<file path="src/rtl/cache_bus_arbiter.sv">
// Shares one AHB cache-line bus engine between the I$ and D$ miss FSMs; D$ has starvation-bounded priority.
// Optional HPM event counters are built when CACHEARB_PERF_EN is defined.
module cache_bus_arbiter #(
    parameter int PA_BITS    = 32,
    parameter int STARVE_MAX = 4
) (
    input  logic               clk,
    input  logic               reset,
    input  logic [1:0]         IBusRW,
    input  logic [PA_BITS-1:0] IBusAdr,
    input  logic               IFlushStage,
    output logic               IBusAck,
    input  logic [1:0]         DBusRW,
    input  logic [PA_BITS-1:0] DBusAdr,
    input  logic               DFlushStage,
    output logic               DBusAck,
    output logic [1:0]         BusRW,
    output logic [PA_BITS-1:0] BusAdr,
    input  logic               BusAck,
    output logic               GrantD
`ifdef CACHEARB_PERF_EN
    ,
    output logic [31:0]        ContendCnt,
    output logic [31:0]        IStallCnt
`endif
);

    typedef enum logic [1:0] {
        IDLE   = 2'd0,
        GNT_I  = 2'd1,
        GNT_D  = 2'd2,
        HOLD_D = 2'd3
    } state_t;

    localparam logic [3:0] STARVE_LIM = 4'(STARVE_MAX);

    state_t     state;
    logic [3:0] starve_cnt;
    logic       i_pend;
    logic       d_pend;
    logic       d_win;

    // Flush masks only a request that has not yet been granted.
    assign i_pend  = IBusRW[1] & ~IFlushStage;
    assign d_pend  = (DBusRW != 2'b00) & ~DFlushStage;
    assign d_win   = d_pend & (~i_pend | (starve_cnt < STARVE_LIM));
    assign IBusAck = BusAck & (state == GNT_I);
    assign DBusAck = BusAck & (state == GNT_D);

    // Grant FSM; bus request and owner flag are registered at grant and held until BusAck.
    always_ff @(posedge clk or posedge reset) begin
        if (reset) begin
            state  <= IDLE;
            BusRW  <= 2'b00;
            BusAdr <= '0;
            GrantD <= 1'b0;
        end else begin
            case (state)
                IDLE: begin
                    if (d_win) begin
                        state  <= GNT_D;
                        BusRW  <= DBusRW;
                        BusAdr <= DBusAdr;
                        GrantD <= 1'b1;
                    end else if (i_pend) begin
                        state  <= GNT_I;
                        BusRW  <= IBusRW;
                        BusAdr <= IBusAdr;
                        GrantD <= 1'b0;
                    end
                end
                GNT_I: begin
                    if (BusAck) begin
                        state <= IDLE;
                        BusRW <= 2'b00;
                    end
                end
                GNT_D: begin
                    if (BusAck) begin
                        state  <= (BusRW == 2'b01) ? HOLD_D : IDLE;
                        BusRW  <= 2'b00;
                        GrantD <= 1'b0;
                    end
                end
                HOLD_D: begin
                    if (DBusRW == 2'b10) begin
                        state  <= GNT_D;
                        BusRW  <= DBusRW;
                        BusAdr <= DBusAdr;
                        GrantD <= 1'b1;
                    end else begin
                        state <= IDLE;
                    end
                end
                default: begin
                    state  <= IDLE;
                    BusRW  <= 2'b00;
                    GrantD <= 1'b0;
                end
            endcase
        end
    end

    // Counts D$ wins from IDLE while the I$ keeps asking; saturates at the limit.
    always_ff @(posedge clk or posedge reset) begin
        if (reset) begin
            starve_cnt <= 4'd0;
        end else if (!IBusRW[1]) begin
            starve_cnt <= 4'd0;
        end else if (state == IDLE) begin
            if (d_win) begin
                if (starve_cnt < STARVE_LIM) begin
                    starve_cnt <= starve_cnt + 4'd1;
                end
            end else if (i_pend) begin
                starve_cnt <= 4'd0;
            end
        end
    end

`ifdef CACHEARB_PERF_EN
    // Free-running event counters for the HPM; wrap naturally at 2^32.
    always_ff @(posedge clk or posedge reset) begin
        if (reset) begin
            ContendCnt <= 32'd0;
            IStallCnt  <= 32'd0;
        end else begin
            if ((state == IDLE) && i_pend && d_pend) begin
                ContendCnt <= ContendCnt + 32'd1;
            end
            if (IBusRW[1] && (state != GNT_I)) begin
                IStallCnt <= IStallCnt + 32'd1;
            end
        end
    end
`endif

endmodule

</file>
<file path="config.mk">
export PLATFORM = sky130hd
export DESIGN_NAME = cache_bus_arbiter
export DESIGN_NICKNAME = d
export VERILOG_FILES = /design/src/rtl/cache_bus_arbiter.sv
export SDC_FILE = /design/constraint.sdc
export NUM_CORES = 1
export LEC_CHECK = 0
export CAP_MARGIN = 5
export CORE_ASPECT_RATIO = 1.5
export CORE_MARGIN = 4
export CORE_UTILIZATION = 46
export CTS_BUF_LIST = sky130_fd_sc_hd__clkbuf_4 sky130_fd_sc_hd__clkbuf_8
export CTS_CLUSTER_SIZE = 8
export DETAILED_ROUTE_END_ITERATION = 8
export PLACE_DENSITY = 0.89
export SLEW_MARGIN = 15
export SYNTH_ARGS = -nofsm -noshare
export SYNTH_HDL_FRONTEND = slang
export SYNTH_SLANG_ARGS = --single-unit
</file>
<file path="constraint.sdc">
create_clock -name clk -period 3.9 [get_ports clk]
set_input_delay 1.17 -clock clk [delete_from_list [all_inputs] [get_ports clk]]
set_output_delay 1.17 -clock clk [all_outputs]
set_load 0.02 [all_outputs]
</file>
Word-level counts from Yosys, hierarchy flattened
Index checks and enable logic that the tools add are counted.

Bits in registers: 41. Bits of input ports: 73. Output and inout port bits: 37.

Add/subtract/negate cells: 1. Magnitude comparators: 1. Equal/unequal tests: 13. Mux-type cells: 25. Bitwise logic cells: 9. Reduce and logical (&&, ||, !) cells: 10.

Operators with widths (number): $mux W32 (3); $pmux W32 S2 (1); $mux W4 (5); $mux W2 (9); $reduce_and A3 Y1 (4); $pmux W2 S4 (1); $eq A2 B2 Y1 const B (3); $ne A2 B2 Y1 const B (3); $pmux W2 S3 (1); $and A1 B1 Y1 (5); $add A4 B1 Y4 const B (1); $eq A2 B1 Y1 const B (2); $lt A4 B3 Y1 const B (1); $mux W1 (4); $ne A2 B1 Y1 const B (2); $reduce_and A4 Y1 (1); $reduce_bool A2 Y1 (2); $ne A3 B1 Y1 const B (1); $ne A3 B2 Y1 const B (1); $ne A3 B3 Y1 const B (1); $not A1 Y1 (3); $pmux W1 S3 (1); $reduce_bool A3 Y1 (1); $logic_not A2 Y1 (1); other kinds (2) (2).

Depth between registers and ports, before layout
Gate-level depths: netlist (run 1).

Depth in word-level cells: 8. Mapped depth: 7.

Least setup slack after synthesis (run 1)
OpenSTA, ideal clock, no wires.

Path type: input -> output. Start point: input port BusAck. End point: output port DBusAck. Arrival: 1.386 ns. Data required time: 2.730 ns. Slack: 1.344 ns. Stages on the path: 1. Buffers on the path: 0. Cells stage by stage: and2_1.

Longest elaborated chain between the ends: 1.

RTL lines: start: declaration (RTL line 19) `input logic BusAck,`; $and A1 B1 Y1 (RTL line 48) `assign DBusAck = BusAck & (state == GNT_D);`; end: declaration (RTL line 16) `output logic DBusAck,`.

No other way between the ends.

Worst setup path after layout (run 1)
Start point: input port BusAck. End point: output port IBusAck.

Longest elaborated chain between the ends: 1.

RTL lines: $and A1 B1 Y1 (RTL line 47) `assign IBusAck = BusAck & (state == GNT_I);`; end: declaration (RTL line 12) `output logic IBusAck,`.

No other way between the ends.

==> results.toml, run 1 <==
[critical_path]
slowest_stage = "clkdlybuf4s50_1"
crit_path_start_kind = "input port"
path_common_cell = "clkdlybuf4s50_1"
arrival_ns = 2.38
cp-end-kind = "output pin"
cp_max_fo = 3
critPathMaxStageDelay_ns = 0.60
cp_data_required_time_ns = 2.73
crit_chain = "clkdlybuf4s50_1 > and2_1 > clkdlybuf4s50_1"
worstSetupPathType = "in -> out"

[yosys]
synth_common_cells = "dfrtp_1 (41), a31oi_1 (34), nor2_1 (34), nand3b_1 (33), o21ai_0 (32)"
synthMostInstantiatedCell = "dfrtp_1"
synth.distinct_cells = 36
syn-mean-instance-area_um2 = 9.23
ys_seq_elements = 41
yosysWarnings = 0
synthFlopType = "dfrtp_1"
ys_top_cells_by_area = "dfrtp_1 (44%), nand3b_1 (11%), a31oi_1 (9.1%), o21ai_0 (6.9%), nor2_1 (5.5%)"
yosysSeqAreaShare = 0.439
syn-num-nets = 333
synthCells = 253
syn_area_um2 = 2340
yosysTopAreaCellShare = 0.439
synth_edf_count = 0
yosysTopAreaCell = "dfrtp_1"
async_reset_ff_frac = 1.00

[global_route]
antenna_found_initial = 0
grt_util_all_layers = 0.215
grt_pass1_wl_mm = 10.5
grt_pass1_vias = 2272
grt-ovfl-total = 0
grt_max_degree = 51

[final_layout]
diodes = 0
nets = 433
layout-drive-gt1-share = 0.0483
layoutNonFillerInstCount = 418
fill_cells = 381
syn2layout_area_growth_pct = 49.6

[timing]
fin_crit_ns = 3.55
max_slew_margin = 0.342
fin_setup_tns_ns = 0
max_slew.worst_pin.slew_ns = 0.981
drv_slew = 0
max_clock_freq_ghz = 0.282
setup_violations = 0
final-hold-violation-count = 0
fin_skew_ns = 0.00855
rsz0062_at_grt = "false"
period_share = 0.910

[cts]
cts-hold-fix-buffers = 0
clkSinkCount = 41
cts_tree = "yes"
cts_setup_buffers = 0
htree_levels = 2
clockBufferDepth = 2
worstSkewPairLatency_ns = 0.29
root_buffer = "clkbuf_8"
cts.reportedPaths.clkPinSlew_ns = 0.06
cts_buffers = 5
ctsResizeCount = 0

[placement]
dpl.cell_count = 412
dpl.hpwl_mm = 4.93
gp_congestion = 0.830
portBuffers = 109

[detailed_routing]
met3RoutedLength_um = 317
via_per_inst = 5.54
routed_wl_mm = 6.63
wl_met2_mm = 3.65
drc = 0
dr_total_vias = 2316
drtIter0Drc = 154
routedLengthMet1_mm = 2.57
firstDrtPassIters = 4
highest_layer = "met4"
wl_per_cell_um = 15.9
ant_nets = 0

[outcome]
status = "complete, no violations"

[die]
core_area_um2 = 4890
placementRows = 31
die-area_um2 = 6310
start_util = 0.478
die_y_um = 95.3
num_io_pins = 110
fp.dieW_um = 66.2

[worst_hold_path]
hold_class = "reg -> reg"

[flow_run]
cap_violations = 0

[pwr]
power.density_nw_per_um2 = 721
power.leakage_nw = 1.36
vdd.ir_drop.worst_mv = 0.483
[metrics by stage]
| step | hold WS (ns) | util | total power [mW] | instance area, um^2 | setup slack (ns) |
|---|---|---|---|---|---|
| 2_1_floorplan | 0.468 | - | 1.71 | 2340 | 1.34 |
| 3_3_place_gp | 0.485 | 0.700 | 2.23 | 3420 | 0.358 |
| 3_5_place_dp | 0.489 | 0.700 | 2.28 | 3420 | 0.341 |
| 4_1_cts | 0.511 | 0.715 | 2.54 | 3490 | 0.340 |
| 5_1_grt | 0.550 | 0.715 | 2.72 | 3490 | 0.293 |
| 6_report | 0.508 | 0.715 | 2.52 | 3490 | 0.350 |
[layer usage]
metal,global-route usage,vias to the layer above
met5,0,-
met4,0.0610,0
met3,0.0330,7
met2,0.404,81
met1,0.246,1115
li1,-,1113
[cell type report]
class	instances	area [um^2]	share of cell area
multi-input combinational	184	1150	0.330
tap	66	82.6	0.0236
inverter	6	22.5	0.00644
sequential	41	1030	0.294
clock buffer	5	68.8	0.0197
clock inverter	1	5.00	0.00143
timing repair buffer	115	1140	0.325
[placed cells by master, fill, tap and decap left out, drive strengths merged, types with 3 or more instances in the layout]
cell type | synthesis | routed
o21ai | 35 | 35
nand3 | 3 | 3
a32oi | 3 | 3
nand2 | 6 | 6
a21oi | 7 | 7
nor2 | 34 | 34
inv | 6 | 5
ha | 7 | 7
dfrtp | 41 | 41
nand3b | 33 | 33
clkdlybuf4s50 | 0 | 109
a31oi | 34 | 34
clkbuf | 8 | 5
nand2b | 3 | 3
buf | 14 | 6
[worst paths after layout]
kind                                from             to  slack, ns  depth (start not counted)
max in group asynchronous          reset  starve_cnt[3]       1.92                          3
hold / removal             starve_cnt[3]  starve_cnt[3]       0.51                          1
setup reg to reg                state[0]     BusAdr[20]       1.81                          6
min in group asynchronous          reset     BusAdr[20]       1.30                          2
hold reg to reg            starve_cnt[3]  starve_cnt[3]       0.51                          1
setup / recovery                  BusAck        IBusAck       0.35                          3
[power breakdown]
group          total (mW)  internal, mW  switching, mW
clock network       0.254         0.118          0.136
registers           0.749         0.634          0.115
logic                1.52         0.702          0.816
total                2.52          1.45           1.07
[cell families after synthesis]
group / after synthesis / share of synthesized area
DFF: 41 / 0.439
buffers and inverters: 28 / 0.0670
and+or+nand+nor: 88 / 0.209
muxes: 2 / 0.00857
AOI/OAI and AO/OA: 87 / 0.239
adders and majority gates: 7 / 0.0375
[registers in the layout (all words and copies together) (netlist names)]
name        cells
starve_cnt      4
BusAdr         32
state           2
BusRW           2
GrantD          1
[worst max-delay path, delay by kind of cell]
family	cells	cell delay, ns
buffers and inverters	2	1.08
and+or+nand+nor	1	0.13
No activity file was read; power rests on OpenSTA's default activity.
==> run 2, diff against run 1 <==
Settings changed: CTS_CLUSTER_DIAMETER set to 200, CTS_CLUSTER_SIZE 8 to not set.
==> results of run 2 <==
The final DEF is identical to that of run 1; final timing and power are the same.
==> run 3, diff against run 2 <==
Settings changed: CAP_MARGIN 5 to 15.
==> results of run 3 <==
The final DEF is identical to that of run 1; final timing and power are the same.
